File: config.mk
export PLATFORM = sky130hd
export DESIGN_NAME = data_pack
export DESIGN_NICKNAME = d
export VERILOG_FILES = /design/src/rtl/data_pack.sv
export SDC_FILE = /design/constraint.sdc
export NUM_CORES = 1
export LEC_CHECK = 0
export BUFFER_PORTS_ARGS = -buffer_cell sky130_fd_sc_hd__buf_2
export CAP_MARGIN = 20
export CORE_UTILIZATION = 59
export CTS_CLUSTER_SIZE = 30
export DETAILED_ROUTE_END_ITERATION = 6
export MAX_ROUTING_LAYER = met4
export PLACE_DENSITY = 0.77
export SLEW_MARGIN = 10
export SYNTH_ARGS = -nofsm -noshare
export SYNTH_HDL_FRONTEND = slang
export SYNTH_SLANG_ARGS = --single-unit
export TNS_END_PERCENT = 20
File: constraint.sdc
create_clock -name clk -period 3.25 [get_ports clk]
set_input_delay 0.65 -clock clk [delete_from_list [all_inputs] [get_ports clk]]
set_output_delay 0.65 -clock clk [all_outputs]
set_load 0.02 [all_outputs]
File: src/rtl/data_pack.sv
// data_pack: packs LSB-aligned 7-bit values into LSB-first 32-bit words with sop/eop framing.
// Optional macro DATA_PACK_ABORT_EN: sop_in inside an open packet aborts it and starts a new one.
`default_nettype none

module data_pack (
  input  logic        clk,
  input  logic        rst,
  output logic        ready_out,
  input  logic        valid_in,
  input  logic [6:0]  data_in,
  input  logic        sop_in,
  input  logic        eop_in,
  output logic        valid_out,
  input  logic        ready_in,
  output logic [31:0] data_out,
  output logic        sop_out,
  output logic        eop_out
);

  typedef enum logic [1:0] {
    S_IDLE  = 2'd0,
    S_PACK  = 2'd1,
    S_FLUSH = 2'd2
  } state_t;

  state_t      state_q;
  logic [37:0] acc_q;
  logic [5:0]  fill_q;
  logic        first_q;
  logic        valid_q;
  logic [31:0] data_q;
  logic        sop_q;
  logic        eop_q;

  logic        out_free;
  logic        accept;
  logic        start;
  logic        in_pkt;
  logic [37:0] base_acc_d;
  logic [5:0]  base_fill_d;
  logic        base_first_d;
  logic [37:0] ins_acc_d;
  logic [5:0]  ins_fill_d;

  assign out_free  = !valid_q || ready_in;
  assign ready_out = !rst && (state_q != S_FLUSH) && out_free;
  assign accept    = valid_in && ready_out;

`ifdef DATA_PACK_ABORT_EN
  assign start = sop_in && (state_q != S_FLUSH);
`else
  assign start = sop_in && (state_q == S_IDLE);
`endif
  assign in_pkt = start || (state_q == S_PACK);

  // A starting value inserts into an empty accumulator, dropping any aborted partial bits.
  always_comb begin
    base_acc_d   = start ? 38'd0 : acc_q;
    base_fill_d  = start ? 6'd0  : fill_q;
    base_first_d = start ? 1'b1  : first_q;
    ins_acc_d    = base_acc_d | ({31'd0, data_in} << base_fill_d);
    ins_fill_d   = base_fill_d + 6'd7;
  end

  always_ff @(posedge clk or posedge rst) begin
    if (rst) begin
      state_q <= S_IDLE;
      acc_q   <= 38'd0;
      fill_q  <= 6'd0;
      first_q <= 1'b0;
      valid_q <= 1'b0;
      data_q  <= 32'd0;
      sop_q   <= 1'b0;
      eop_q   <= 1'b0;
    end else begin
      if (valid_q && ready_in) begin
        valid_q <= 1'b0;
      end
      case (state_q)
        S_IDLE, S_PACK: begin
          if (accept && in_pkt) begin
            if (eop_in) begin
              valid_q <= 1'b1;
              data_q  <= ins_acc_d[31:0];
              sop_q   <= base_first_d;
              first_q <= 1'b0;
              if (ins_fill_d <= 6'd32) begin
                eop_q   <= 1'b1;
                state_q <= S_IDLE;
                acc_q   <= 38'd0;
                fill_q  <= 6'd0;
              end else begin
                eop_q   <= 1'b0;
                state_q <= S_FLUSH;
                acc_q   <= ins_acc_d >> 32;
                fill_q  <= ins_fill_d - 6'd32;
              end
            end else if (ins_fill_d >= 6'd32) begin
              valid_q <= 1'b1;
              data_q  <= ins_acc_d[31:0];
              sop_q   <= base_first_d;
              eop_q   <= 1'b0;
              first_q <= 1'b0;
              state_q <= S_PACK;
              acc_q   <= ins_acc_d >> 32;
              fill_q  <= ins_fill_d - 6'd32;
            end else begin
              first_q <= base_first_d;
              state_q <= S_PACK;
              acc_q   <= ins_acc_d;
              fill_q  <= ins_fill_d;
            end
          end
        end
        S_FLUSH: begin
          // Residual is at most 6 bits, so acc_q[31:0] is already zero-padded.
          if (out_free) begin
            valid_q <= 1'b1;
            data_q  <= acc_q[31:0];
            sop_q   <= first_q;
            eop_q   <= 1'b1;
            first_q <= 1'b0;
            state_q <= S_IDLE;
            acc_q   <= 38'd0;
            fill_q  <= 6'd0;
          end
        end
        default: begin
          state_q <= S_IDLE;
          acc_q   <= 38'd0;
          fill_q  <= 6'd0;
          first_q <= 1'b0;
        end
      endcase
    end
  end

  assign valid_out = valid_q;
  assign data_out  = data_q;
  assign sop_out   = sop_q;
  assign eop_out   = eop_q;

endmodule

`default_nettype wire
==> flow_metrics.tcl <==
set metrics [dict create \
    nets 596 \
    antenna_cells 0 \
    drt-total-wl_um 15100 \
    crit_path_start_kind "register" \
    synth_area_leaders "dfrtp_1 44%, nand2_1 6.0%, o21ai_0 5.7%" \
    ys_warn_count 0 \
    die_area_um2 8230 \
    placedCellCount 670 \
    drcViolationCount 0 \
    die_x_um 90.7 \
    grt_pass1_vias 4621 \
    hpwl_um 10800 \
    post-cts-setup-buffer-count 0 \
    endpoint_kind "register" \
    ctsLongestPathBuffers 2 \
    cts_sinks 82 \
    core_um2 7450 \
    fin_crit_ps 2840 \
    rsz0062_at_grt "false" \
    finalCritPeriodShare_pct 87.3 \
    io_buffers 48 \
    vias 4702 \
    final_cells 686 \
    setup_viol 0 \
    maxSlewHeadroom_pct 46.6 \
    drive_gt1_share_pct 17.9 \
    ys_dominant_reg_cell "dfrtp_1" \
    antenna_found_initial 0 \
    max_freq_mhz 353 \
    crit_fanout 29 \
    ir_worst_vdd_mv 0.381 \
    status "complete, no violations" \
    num_rows 31 \
    viasPerCell 6.85 \
    cts_htree_levels 3 \
    cts_tree "done" \
    fp.dieH_um 90.7 \
    cts-root-buf "clkbuf_8" \
    ctsHoldBuffers 0 \
    wl_per_cell_um 22.0 \
    synthesis.area_um2 4640 \
    clk_pin_slew_ps 100 \
    ys_ff_latch 82 \
    drt_iter0_markers 638 \
    initial_core_util_pct 62.3 \
    area_growth_syn_to_layout_pct 13.7 \
    yosys.area.top_type "dfrtp_1" \
    fin_setup_tns_ps 0 \
    clock_latency_ps 370 \
    synth_nets 546 \
    first_pass_iters 7 \
    whs_ps 258 \
    async_reset_ff_share_pct 100 \
    grt_pass1_wl_um 24900 \
    finalMaxSlewViolations 0 \
    io_pins 49 \
    numCtsBuffers 9 \
    ys_types 69 \
    avgSynthCellArea_um2 8.73 \
    grt_usage_pct 40.4 \
    synth_top_cell_area_share_pct 44.2 \
    hold_path.class "input pin to asynchronous set/reset pin" \
    synthCells 532 \
    cp.required_ps 3520 \
    grt_max_degree 66 \
    hold_viol_final 0 \
    tightest_slew_ps 795 \
    ant_nets 0 \
    fin_util_pct 70.9 \
    crit_type "register to register" \
    synth_edf_count 0 \
    grt-ovfl-total 0 \
    fin_skew_ps 9.95 \
    globalplace.congestion 1.02 \
    postCtsResizedCells 0 \
    p_per_area_nw_per_um2 667 \
    worstPathArrival_ps 3100 \
    leakagePower_nw 2.40 \
    cap_violations 0 \
    ys_seq_area_share_pct 44.2 \
]
-- registers in the layout (all words and copies together) (netlist names) --
register,count
first_q,1
valid_out,1
fill_q,6
data_out,32
acc_q,38
eop_out,1
state_q,2
sop_out,1
-- cells by family (layout without fill, tap and decap cells) --
| kind of cell | after synthesis | in the layout | synth area share (%) |
|---|---|---|---|
| XOR/XNOR | 1 | 1 | 0.189 |
| flip-flops | 82 | 82 | 44.2 |
| adder cells (fa/ha/maj) | 2 | 2 | 0.485 |
| AND/OR/NAND/NOR | 210 | 210 | 22.2 |
| multiplexers | 5 | 5 | 1.13 |
| buffers and inverters | 48 | 103 | 4.61 |
| AO/OA/AOI/OAI | 184 | 184 | 27.2 |
-- worst max-delay path, cell delays in order (launching register included) --
cell and delay (ps):
dfrtp_1 500, or3b_2 820, and4_1 340, o31ai_2 330
nand2_1 270, o211a_1 280, o22a_1 180
-- final timing paths --
path	from	to	slack, ps	cells past startpoint
setup reg to reg	state_q[1]	data_out[12]	410	6
min in group clk	data_out[30]	data_out[30]	480	2
max in group asynchronous	rst	data_out[13]	2340	3
hold / removal	rst	acc_q[16]	260	2
setup / recovery	state_q[1]	data_out[12]	410	6
hold reg to reg	data_out[30]	data_out[30]	480	2
-- placed cells by master, fill, tap and decap left out, types with 10 or more instances in the layout --
cell type  instances
a21oi_1           31
a22o_1            13
buf_2             48
buf_4             27
clkbuf_8          10
dfrtp_1           82
inv_1             10
nand2_1           74
nand2b_1          12
nand3_1           15
nor2_1            42
nor3_1            14
o21ai_0           53
-- report_power, final --
part           total (mW)  switching (mW)  internal [mW]  leakage [nW]
logic                1.36           0.900          0.462          1.21
clock network       0.804           0.419          0.385         0.101
registers            1.35           0.146           1.20          1.08
-- Yosys cell counts, types with 2 or more instances --
library cell,count
a211o_1,2
nor2b_1,9
a22o_1,13
inv_1,11
and3_1,9
o22ai_1,5
mux2i_1,3
a211oi_1,7
o21bai_1,2
or3_1,3
a221oi_1,5
buf_2,15
nand2b_1,12
a22oi_1,7
o21a_1,5
buf_6,2
o2111ai_1,2
o211a_1,2
o211ai_1,6
buf_1,3
a31oi_1,6
a32oi_1,3
a211oi_2,2
nor2_1,42
o21ai_1,2
mux2_2,2
o221ai_1,2
and4_1,3
o21ai_0,53
a32o_1,4
nor3_1,14
o31ai_1,2
nand4_1,7
a21oi_1,31
a21o_1,5
dfrtp_1,82
nand2_1,74
nor3b_2,2
and2_1,7
nor4_1,2
nand3b_1,2
nand3_1,15
a221o_1,5
clkbuf_1,17
-- area by class of cell --
class	instances	area, µm²
inverters	11	42.5
well taps	99	124
repair buffers	76	463
fillers	612	2170
multi-input cells	402	2380
clock buffers	10	138
flip-flops and latches	82	2050
clock inverters	6	73.8
-- layer usage --
layer	up-vias	global-route usage [%]	wire, µm
met5	-	-	0
met4	0	24.2	777
met3	75	6.23	1630
met2	340	60.2	6970
met1	2223	52.2	5750
li1	2064	-	-
-- metrics by stage --
| stage | worst slack, ps | area [µm²] | total power [mW] |
|---|---|---|---|
| after detailed placement | 275 | 5070 | 2.69 |
| after floorplan | 492 | 4640 | 2.21 |
| final | 414 | 5280 | 3.52 |
| after CTS | 507 | 5280 | 3.48 |
| after global routing | 339 | 5280 | 3.68 |
| after global placement | 301 | 5070 | 2.67 |
No activity file was read; power rests on OpenSTA's default activity.
